### config.mk
export PLATFORM = sky130hd
export DESIGN_NAME = ls_rs_flat
export DESIGN_NICKNAME = d
export VERILOG_FILES = /design/src/rtl/ls_rs_if.sv /design/src/rtl/ls_rs.sv /design/src/flat_wrapper.sv
export SDC_FILE = /design/constraint.sdc
export NUM_CORES = 2
export LEC_CHECK = 0
export CORE_UTILIZATION = 50
export DETAILED_ROUTE_END_ITERATION = 12
export GPL_TIMING_DRIVEN = 0
export HOLD_SLACK_MARGIN = 0.03
export PLACE_DENSITY = 0.8
export REMOVE_ABC_BUFFERS = 1
export SYNTH_ARGS = -nofsm -noshare
export SYNTH_HDL_FRONTEND = slang
export SYNTH_SLANG_ARGS = --single-unit
export TNS_END_PERCENT = 50
### constraint.sdc
create_clock -name in_clk -period 3.14 [get_ports in_clk]
set_input_delay 0.628 -clock in_clk [delete_from_list [all_inputs] [get_ports in_clk]]
set_output_delay 0.628 -clock in_clk [all_outputs]
set_load 0.02 [all_outputs]
### src/rtl/ls_rs_if.sv
// Shared op type and the dispatch / CDB / LS-issue bundle of the load-store reservation station.
// The master modport drives requests into the station and the slave modport is the station itself.
package ls_rs_pkg;
   localparam int GPR_SIZE = 64;

   typedef enum logic [1:0] {
      FU_OP_PLUS = 2'd0,
      FU_OP_LDUR = 2'd1,
      FU_OP_STUR = 2'd2,
      FU_OP_NONE = 2'd3
   } fu_op_t;
endpackage

interface ls_rs_if #(
   parameter int ENTRIES   = 4,
   parameter int ROB_IDX_W = 4
) ();
   import ls_rs_pkg::*;

   // Handshake rule for the whole bundle: a dispatch is taken on a rising edge where
   // in_dispatch_valid and out_dispatch_ready are both 1, and an issue happens on an edge where the
   // head is ready and in_fu_ready is 1; out_fu_start then pulses for exactly one cycle.
   logic                         in_dispatch_valid;
   fu_op_t                       in_dispatch_op;
   logic [ROB_IDX_W-1:0]         in_dispatch_dst_rob_index;
   logic                         in_dispatch_a_ready;
   logic                         in_dispatch_b_ready;
   logic [ROB_IDX_W-1:0]         in_dispatch_a_tag;
   logic [ROB_IDX_W-1:0]         in_dispatch_b_tag;
   logic [GPR_SIZE-1:0]          in_dispatch_val_a;
   logic [GPR_SIZE-1:0]          in_dispatch_val_b;
   logic                         out_dispatch_ready;

   logic                         in_cdb_done;
   logic [ROB_IDX_W-1:0]         in_cdb_rob_index;
   logic [GPR_SIZE-1:0]          in_cdb_value;

   logic                         in_fu_ready;
   logic                         out_fu_start;
   fu_op_t                       out_fu_op;
   logic [GPR_SIZE-1:0]          out_fu_val_a;
   logic [GPR_SIZE-1:0]          out_fu_val_b;
   logic [ROB_IDX_W-1:0]         out_fu_dst_rob_index;

   logic                         in_flush;
   logic [$clog2(ENTRIES+1)-1:0] out_count;

   modport master (
      output in_dispatch_valid, in_dispatch_op, in_dispatch_dst_rob_index,
             in_dispatch_a_ready, in_dispatch_b_ready, in_dispatch_a_tag, in_dispatch_b_tag,
             in_dispatch_val_a, in_dispatch_val_b,
             in_cdb_done, in_cdb_rob_index, in_cdb_value, in_fu_ready, in_flush,
      input  out_dispatch_ready, out_fu_start, out_fu_op, out_fu_val_a, out_fu_val_b,
             out_fu_dst_rob_index, out_count
   );

   modport slave (
      input  in_dispatch_valid, in_dispatch_op, in_dispatch_dst_rob_index,
             in_dispatch_a_ready, in_dispatch_b_ready, in_dispatch_a_tag, in_dispatch_b_tag,
             in_dispatch_val_a, in_dispatch_val_b,
             in_cdb_done, in_cdb_rob_index, in_cdb_value, in_fu_ready, in_flush,
      output out_dispatch_ready, out_fu_start, out_fu_op, out_fu_val_a, out_fu_val_b,
             out_fu_dst_rob_index, out_count
   );
endinterface

### src/rtl/ls_rs.sv
// In-order load/store reservation station: circular FIFO, CDB wakeup, head-only issue to the LS unit.
// Define LS_RS_CDB_BYPASS_EN to let a head operand woken by the CDB issue on that same edge.
module ls_rs
   import ls_rs_pkg::*;
#(
   parameter int ENTRIES   = 4,
   parameter int ROB_IDX_W = 4
) (
   input  logic   in_clk,
   input  logic   in_rst_n,
   ls_rs_if.slave bus
);

   localparam int PTR_W = (ENTRIES > 1) ? $clog2(ENTRIES) : 1;
   localparam int CNT_W = $clog2(ENTRIES + 1);
   localparam logic [CNT_W-1:0] FULL_CNT = CNT_W'(ENTRIES);

   logic [ENTRIES-1:0]   r_valid;
   fu_op_t               r_op    [ENTRIES];
   logic [ROB_IDX_W-1:0] r_dst   [ENTRIES];
   logic [ENTRIES-1:0]   r_a_rdy;
   logic [ENTRIES-1:0]   r_b_rdy;
   logic [ROB_IDX_W-1:0] r_a_tag [ENTRIES];
   logic [ROB_IDX_W-1:0] r_b_tag [ENTRIES];
   logic [GPR_SIZE-1:0]  r_a_val [ENTRIES];
   logic [GPR_SIZE-1:0]  r_b_val [ENTRIES];

   logic [PTR_W-1:0]     r_head;
   logic [PTR_W-1:0]     r_tail;
   logic [CNT_W-1:0]     r_count;

   logic                 r_fu_start;
   fu_op_t               r_fu_op;
   logic [GPR_SIZE-1:0]  r_fu_val_a;
   logic [GPR_SIZE-1:0]  r_fu_val_b;
   logic [ROB_IDX_W-1:0] r_fu_dst;

   logic                 w_not_full;
   logic                 w_push;
   logic                 w_issue;
   logic                 w_disp_a_rdy;
   logic                 w_disp_b_rdy;
   logic [GPR_SIZE-1:0]  w_disp_a_val;
   logic [GPR_SIZE-1:0]  w_disp_b_val;
   logic                 w_head_a_ok;
   logic                 w_head_b_ok;
   logic [GPR_SIZE-1:0]  w_head_a_val;
   logic [GPR_SIZE-1:0]  w_head_b_val;

   // Space is judged from the stored count only; a same-edge pop never frees room for a push.
   assign w_not_full = (r_count < FULL_CNT);
   assign w_push     = bus.in_dispatch_valid && w_not_full;

   // An operand whose producer broadcasts on the dispatch edge is captured straight off the CDB.
   assign w_disp_a_rdy = bus.in_dispatch_a_ready ||
                         (bus.in_cdb_done && (bus.in_cdb_rob_index == bus.in_dispatch_a_tag));
   assign w_disp_b_rdy = bus.in_dispatch_b_ready ||
                         (bus.in_cdb_done && (bus.in_cdb_rob_index == bus.in_dispatch_b_tag));
   assign w_disp_a_val = bus.in_dispatch_a_ready ? bus.in_dispatch_val_a : bus.in_cdb_value;
   assign w_disp_b_val = bus.in_dispatch_b_ready ? bus.in_dispatch_val_b : bus.in_cdb_value;

`ifdef LS_RS_CDB_BYPASS_EN
   logic w_head_a_hit;
   logic w_head_b_hit;

   assign w_head_a_hit = bus.in_cdb_done && (r_a_tag[r_head] == bus.in_cdb_rob_index);
   assign w_head_b_hit = bus.in_cdb_done && (r_b_tag[r_head] == bus.in_cdb_rob_index);
   assign w_head_a_ok  = r_a_rdy[r_head] || w_head_a_hit;
   assign w_head_b_ok  = r_b_rdy[r_head] || w_head_b_hit;
   assign w_head_a_val = r_a_rdy[r_head] ? r_a_val[r_head] : bus.in_cdb_value;
   assign w_head_b_val = r_b_rdy[r_head] ? r_b_val[r_head] : bus.in_cdb_value;
`else
   assign w_head_a_ok  = r_a_rdy[r_head];
   assign w_head_b_ok  = r_b_rdy[r_head];
   assign w_head_a_val = r_a_val[r_head];
   assign w_head_b_val = r_b_val[r_head];
`endif

   assign w_issue = r_valid[r_head] && w_head_a_ok && w_head_b_ok && bus.in_fu_ready;

   // Entry storage: dispatch write at the tail, pop at the head, CDB wakeup everywhere else.
   always_ff @(posedge in_clk or negedge in_rst_n) begin
      if (!in_rst_n) begin
         r_valid <= '0;
         r_a_rdy <= '0;
         r_b_rdy <= '0;
         for (int i = 0; i < ENTRIES; i++) begin
            r_op[i]    <= FU_OP_PLUS;
            r_dst[i]   <= '0;
            r_a_tag[i] <= '0;
            r_b_tag[i] <= '0;
            r_a_val[i] <= '0;
            r_b_val[i] <= '0;
         end
      end else if (bus.in_flush) begin
         r_valid <= '0;
      end else begin
         for (int i = 0; i < ENTRIES; i++) begin
            if (w_push && (r_tail == PTR_W'(i))) begin
               r_valid[i] <= 1'b1;
               r_op[i]    <= bus.in_dispatch_op;
               r_dst[i]   <= bus.in_dispatch_dst_rob_index;
               r_a_tag[i] <= bus.in_dispatch_a_tag;
               r_b_tag[i] <= bus.in_dispatch_b_tag;
               r_a_rdy[i] <= w_disp_a_rdy;
               r_b_rdy[i] <= w_disp_b_rdy;
               r_a_val[i] <= w_disp_a_val;
               r_b_val[i] <= w_disp_b_val;
            end else begin
               if (w_issue && (r_head == PTR_W'(i))) begin
                  r_valid[i] <= 1'b0;
               end
               if (r_valid[i] && !r_a_rdy[i] && bus.in_cdb_done &&
                   (r_a_tag[i] == bus.in_cdb_rob_index)) begin
                  r_a_rdy[i] <= 1'b1;
                  r_a_val[i] <= bus.in_cdb_value;
               end
               if (r_valid[i] && !r_b_rdy[i] && bus.in_cdb_done &&
                   (r_b_tag[i] == bus.in_cdb_rob_index)) begin
                  r_b_rdy[i] <= 1'b1;
                  r_b_val[i] <= bus.in_cdb_value;
               end
            end
         end
      end
   end

   // Pointers wrap naturally because ENTRIES is a power of two.
   always_ff @(posedge in_clk or negedge in_rst_n) begin
      if (!in_rst_n) begin
         r_head  <= '0;
         r_tail  <= '0;
         r_count <= '0;
      end else if (bus.in_flush) begin
         r_head  <= '0;
         r_tail  <= '0;
         r_count <= '0;
      end else begin
         if (w_push) begin
            r_tail <= r_tail + PTR_W'(1);
         end
         if (w_issue) begin
            r_head <= r_head + PTR_W'(1);
         end
         case ({w_push, w_issue})
            2'b10:   r_count <= r_count + CNT_W'(1);
            2'b01:   r_count <= r_count - CNT_W'(1);
            default: r_count <= r_count;
         endcase
      end
   end

   // Issue register: payload only reloads on an issue, so it holds between starts.
   always_ff @(posedge in_clk or negedge in_rst_n) begin
      if (!in_rst_n) begin
         r_fu_start <= 1'b0;
         r_fu_op    <= FU_OP_PLUS;
         r_fu_val_a <= '0;
         r_fu_val_b <= '0;
         r_fu_dst   <= '0;
      end else if (bus.in_flush) begin
         r_fu_start <= 1'b0;
      end else begin
         r_fu_start <= w_issue;
         if (w_issue) begin
            r_fu_op    <= r_op[r_head];
            r_fu_val_a <= w_head_a_val;
            r_fu_val_b <= w_head_b_val;
            r_fu_dst   <= r_dst[r_head];
         end
      end
   end

   assign bus.out_dispatch_ready   = w_not_full;
   assign bus.out_count            = r_count;
   assign bus.out_fu_start         = r_fu_start;
   assign bus.out_fu_op            = r_fu_op;
   assign bus.out_fu_val_a         = r_fu_val_a;
   assign bus.out_fu_val_b         = r_fu_val_b;
   assign bus.out_fu_dst_rob_index = r_fu_dst;

endmodule

### src/flat_wrapper.sv
// flat-port wrapper written by rule: the top's interface ports become plain ports
module ls_rs_flat import ls_rs_pkg::*;
#(
   parameter int ENTRIES   = 4,
   parameter int ROB_IDX_W = 4
)
  (in_clk, in_rst_n, bus_in_dispatch_valid, bus_in_dispatch_op, bus_in_dispatch_dst_rob_index, bus_in_dispatch_a_ready, bus_in_dispatch_b_ready, bus_in_dispatch_a_tag, bus_in_dispatch_b_tag, bus_in_dispatch_val_a, bus_in_dispatch_val_b, bus_in_cdb_done, bus_in_cdb_rob_index, bus_in_cdb_value, bus_in_fu_ready, bus_in_flush, bus_out_dispatch_ready, bus_out_fu_start, bus_out_fu_op, bus_out_fu_val_a, bus_out_fu_val_b, bus_out_fu_dst_rob_index, bus_out_count);
  ls_rs_if #(.ENTRIES(ENTRIES), .ROB_IDX_W(ROB_IDX_W)) bus_i ();
  input  logic in_clk;
  input  logic in_rst_n;
  input wire logic [$bits(bus_i.in_dispatch_valid)-1:0] bus_in_dispatch_valid;
  input wire logic [$bits(bus_i.in_dispatch_op)-1:0] bus_in_dispatch_op;
  input wire logic [$bits(bus_i.in_dispatch_dst_rob_index)-1:0] bus_in_dispatch_dst_rob_index;
  input wire logic [$bits(bus_i.in_dispatch_a_ready)-1:0] bus_in_dispatch_a_ready;
  input wire logic [$bits(bus_i.in_dispatch_b_ready)-1:0] bus_in_dispatch_b_ready;
  input wire logic [$bits(bus_i.in_dispatch_a_tag)-1:0] bus_in_dispatch_a_tag;
  input wire logic [$bits(bus_i.in_dispatch_b_tag)-1:0] bus_in_dispatch_b_tag;
  input wire logic [$bits(bus_i.in_dispatch_val_a)-1:0] bus_in_dispatch_val_a;
  input wire logic [$bits(bus_i.in_dispatch_val_b)-1:0] bus_in_dispatch_val_b;
  input wire logic [$bits(bus_i.in_cdb_done)-1:0] bus_in_cdb_done;
  input wire logic [$bits(bus_i.in_cdb_rob_index)-1:0] bus_in_cdb_rob_index;
  input wire logic [$bits(bus_i.in_cdb_value)-1:0] bus_in_cdb_value;
  input wire logic [$bits(bus_i.in_fu_ready)-1:0] bus_in_fu_ready;
  input wire logic [$bits(bus_i.in_flush)-1:0] bus_in_flush;
  output wire logic [$bits(bus_i.out_dispatch_ready)-1:0] bus_out_dispatch_ready;
  output wire logic [$bits(bus_i.out_fu_start)-1:0] bus_out_fu_start;
  output wire logic [$bits(bus_i.out_fu_op)-1:0] bus_out_fu_op;
  output wire logic [$bits(bus_i.out_fu_val_a)-1:0] bus_out_fu_val_a;
  output wire logic [$bits(bus_i.out_fu_val_b)-1:0] bus_out_fu_val_b;
  output wire logic [$bits(bus_i.out_fu_dst_rob_index)-1:0] bus_out_fu_dst_rob_index;
  output wire logic [$bits(bus_i.out_count)-1:0] bus_out_count;
  assign bus_i.in_dispatch_valid = bus_in_dispatch_valid;
  assign bus_i.in_dispatch_op = bus_in_dispatch_op;
  assign bus_i.in_dispatch_dst_rob_index = bus_in_dispatch_dst_rob_index;
  assign bus_i.in_dispatch_a_ready = bus_in_dispatch_a_ready;
  assign bus_i.in_dispatch_b_ready = bus_in_dispatch_b_ready;
  assign bus_i.in_dispatch_a_tag = bus_in_dispatch_a_tag;
  assign bus_i.in_dispatch_b_tag = bus_in_dispatch_b_tag;
  assign bus_i.in_dispatch_val_a = bus_in_dispatch_val_a;
  assign bus_i.in_dispatch_val_b = bus_in_dispatch_val_b;
  assign bus_i.in_cdb_done = bus_in_cdb_done;
  assign bus_i.in_cdb_rob_index = bus_in_cdb_rob_index;
  assign bus_i.in_cdb_value = bus_in_cdb_value;
  assign bus_i.in_fu_ready = bus_in_fu_ready;
  assign bus_i.in_flush = bus_in_flush;
  assign bus_out_dispatch_ready = bus_i.out_dispatch_ready;
  assign bus_out_fu_start = bus_i.out_fu_start;
  assign bus_out_fu_op = bus_i.out_fu_op;
  assign bus_out_fu_val_a = bus_i.out_fu_val_a;
  assign bus_out_fu_val_b = bus_i.out_fu_val_b;
  assign bus_out_fu_dst_rob_index = bus_i.out_fu_dst_rob_index;
  assign bus_out_count = bus_i.out_count;
  ls_rs #(.ENTRIES(ENTRIES), .ROB_IDX_W(ROB_IDX_W)) u_core (.in_clk(in_clk), .in_rst_n(in_rst_n), .bus(bus_i));
endmodule
==> impl_metrics.toml <==
[logic_synthesis]
yosysMostFrequentCell = "mux2_2"
synth_xor_area_share_pct = 0.9620
synthAdderAreaFrac_pct = 0.3218
synth_top_family_by_area = "multiplexers"
synth_cells = 2436
synthFlopType = "dfrtp_1"
synth_top_area_share_pct = 48.40
synth-warning-count = 0
synth-edff-count = 0
ys_top_cells_by_area = "dfrtp_1 (48%), mux2_2 (35%), mux4_2 (8.1%), buf_6 (2.4%), mux2_1 (1.3%)"
yosysTopAreaCell = "dfrtp_1"
synthArstFlopShare_pct = 100.0
postSynthAreaPerCell_um2 = 15.32
synth.area.mux_share_pct = 44.04
syn_area_um2 = 37330
synth.distinct_cells = 46
synth_seq_area_share_pct = 48.40
synth-compound-area-share_pct = 0.6972
yosys.area_share.simple_pct = 1.904
synth_top_cells_by_count = "mux2_2 (1147), dfrtp_1 (722), mux4_2 (134)"
synth-seq-cells = 722

[critical_path]
required_ns = 3.64
cp_max_fo = 13
ff2ff_setup_slack_ns = 0.07
r2r-start = "u_core.bus.out_count[2]"
worst_setup_path_start_kind = "input pin"
startpoint = "bus_in_flush"
critPathCaptureType = "flop"
critical_path_class = "in -> reg"
worstPathArrival_ns = 3.62

[layout]
final_cells = 3824
area_growth_pct = 20.75
fillCellCount = 5345
layout-drive-gt1-share_pct = 53.14
nets = 3017

[timing]
clock_skew_ns = 0.01886
finalHoldViolCount = 1
fin_tns_setup_ns = 0
max-slew-margin-rel_pct = 39.93
finalHoldWorstSlack_ns = -0.002422
timing.fmax_ghz = 0.3205
post-route-period-util_pct = 99.35
drv_slew = 0
setup_viol = 0
worst_slack_ns = 0.02035
tightest_slew_ns = 0.9010
fin_crit_ns = 3.120

[power_and_ir_drop]
p_leak_uw = 0.01881
p_int_uw = 25310
power.switching_uw = 10530
pwr-share-comb_pct = 30.8
peakVddDrop_mv = 0.5767
power_frac_seq_pct = 43.2
swShare_pct = 29.38
power.density_nw_per_um2 = 795.3
clockPowerShare_pct = 26.0

[route]
drc = 0
avgRoutedWirePerCell_um = 26.68
wl_um = 102000
vias = 23020
via_per_inst = 6.019
firstDrtPassIters = 5
ant_nets = 0
dr.first_iter.drc_count = 1573

[outcome]
status = "finished, violations left"
violations = "negative hold slack"

[job]
maxCapViolCount = 0

[min_path]
worstHoldPathType = "in -> async"

[clock_tree]
cts-root-buf = "clkbuf_16"
insertion_delay_ns = 0.63
cts_max_level = 3
cts-buffers-inserted = 80
clock_path_buffers = 3
clk_pin_slew_worst_paths_ns = 0.06
cts_sinks = 722
cts_tree = "yes"

[floorplan]
num_rows = 99
coreArea_um2 = 73450
initial_utilization_pct = 50.82
die_x_um = 275.2
io_pins = 357
die_h_um = 275.2
die-area_um2 = 75760

[place]
dp_hpwl_um = 65440
numPlacedInstances = 3657
dp_slack_ns = -0.6091
io_buffers = 356
gp_congestion = 0.7812

[global_route]
grt_pass1_vias = 25590
overflow = 0
grt.total_usage_pct = 26.96
antenna_found_initial = 17
grt_pass1_wl_um = 154600
grt_max_degree = 130
cells by family (layout without fill, tap and decap cells):
logic type | after synthesis | in the layout
buffers and inverters | 173 | 587
AOI/OAI and AO/OA | 32 | 32
adders and majority gates | 9 | 9
muxes | 1326 | 1326
DFF | 722 | 722
and+or+nand+nor | 133 | 134
other | 0 | 14
xor gates and xnor gates | 41 | 41
final cells by class:
cell class                      count  area [um^2]  area share [%]
Sequential cell                   722        18070           40.10
Multi-Input combinational cell   1542        18020           39.99
Timing Repair Buffer              437         5141           11.41
Clock buffer                      112         2265           5.024
Tap cell                          959         1200           2.662
Clock inverter                     31        307.8          0.6829
Antenna cell                       14        35.03         0.07772
Inverter                            7        26.28         0.05829
layout by cell type (no fill, tap or decap), types with 4 or more instances in the layout:
cell type           n
and2_1              4
buf_8              41
bufinv_16           5
nand2_1            86
mux2_1             44
nand4_1             8
xnor2_1            35
mux4_2            134
clkdlybuf4s50_1   354
inv_1               5
clkinv_2           20
clkbuf_8           10
clkbuf_16          82
a2bb2oi_1           8
xor2_1              6
dfrtp_1           720
nor2_1              4
a31o_2              4
buf_16             31
nand3_1             8
diode_2            14
clkbuf_1           20
nand3_4             9
o31ai_4             8
buf_4               6
mux2_2           1147
ha_1                8
worst max-delay path, stage by stage:
cell and delay, ns:
clkdlybuf4s50_1 0.68, nor2b_1 0.42, nand2_1 0.23, o31ai_4 0.57, buf_8 0.26, buf_8 0.22, buf_8 0.21, mux2_2 0.36
per-layer routing:
| metal | up-vias | global-route usage, % | wire length (um) |
|---|---|---|---|
| li1 | 9808 | - | - |
| met4 | 12 | 10.51 | 3271 |
| met1 | 12260 | 35.35 | 42860 |
| met3 | 220 | 4.898 | 5085 |
| met2 | 718 | 44.53 | 50720 |
| met5 | - | 0 | 77 |
final timing paths:
kind / cells after the start / end
min in group in_clk: 2 / u_core.r_dst[9]
worst max register to register: 5 / u_core.r_b_val[99]
max in group asynchronous: 4 / u_core.r_a_val[175]
worst min-delay path: 1 / u_core.r_b_val[228]
worst max-delay path: 8 / u_core.r_a_val[34]
worst min register to register: 2 / u_core.r_dst[9]
through the flow:
stage | utilization [%] | hold WS [ns] | cell area (um^2) | total power [uW]
finish | 61.36 | -0.002422 | 45070 | 35850
global route | 61.35 | 0.07103 | 45070 | 37480
CTS | 61.24 | 0.03309 | 44990 | 36010
detailed placement | 57.64 | 0.4600 | 42340 | 26570
global placement | 55.47 | 0.4579 | 40750 | 26170
floorplan | - | 0.3324 | 35980 | 22030
registers in the layout, summed over array words and instances (netlist names), 3 cells and up:
signal                           cells
u_core.r_a_val                     256
u_core.bus.out_fu_dst_rob_index      4
u_core.r_b_tag                      16
u_core.bus.out_count                 3
u_core.r_dst                        16
u_core.r_a_rdy                       4
u_core.bus.out_fu_val_b             64
u_core.r_valid                       4
u_core.r_op                          8
u_core.r_b_val                     256
u_core.r_b_rdy                       4
u_core.r_a_tag                      16
u_core.bus.out_fu_val_a             64
power groups by stage:
| stage | clock, uW | combinational (uW) | sequential, uW |
|---|---|---|---|
| final | 9310 | 11100 | 15500 |
| after global routing | 9840 | 11700 | 15900 |
| after CTS | 9490 | 11100 | 15400 |
| after detailed placement | 0 | 11000 | 15600 |
| after global placement | 0 | 10700 | 15500 |
| after floorplan | 0 | 6120 | 15900 |
what timing repair did:
action | 4_1_cts | 5_1_grt
cloned | 1 | 0
buffers inserted | 4 | 5
hold buffers | 0 | 0
endpoints found under the setup margin | 109 | 59
pin swaps | 0 | 2
hold endpoints to repair | 0 | 0
resized for setup | 0 | 1
Note: power is estimated with default switching activity, not from simulation.
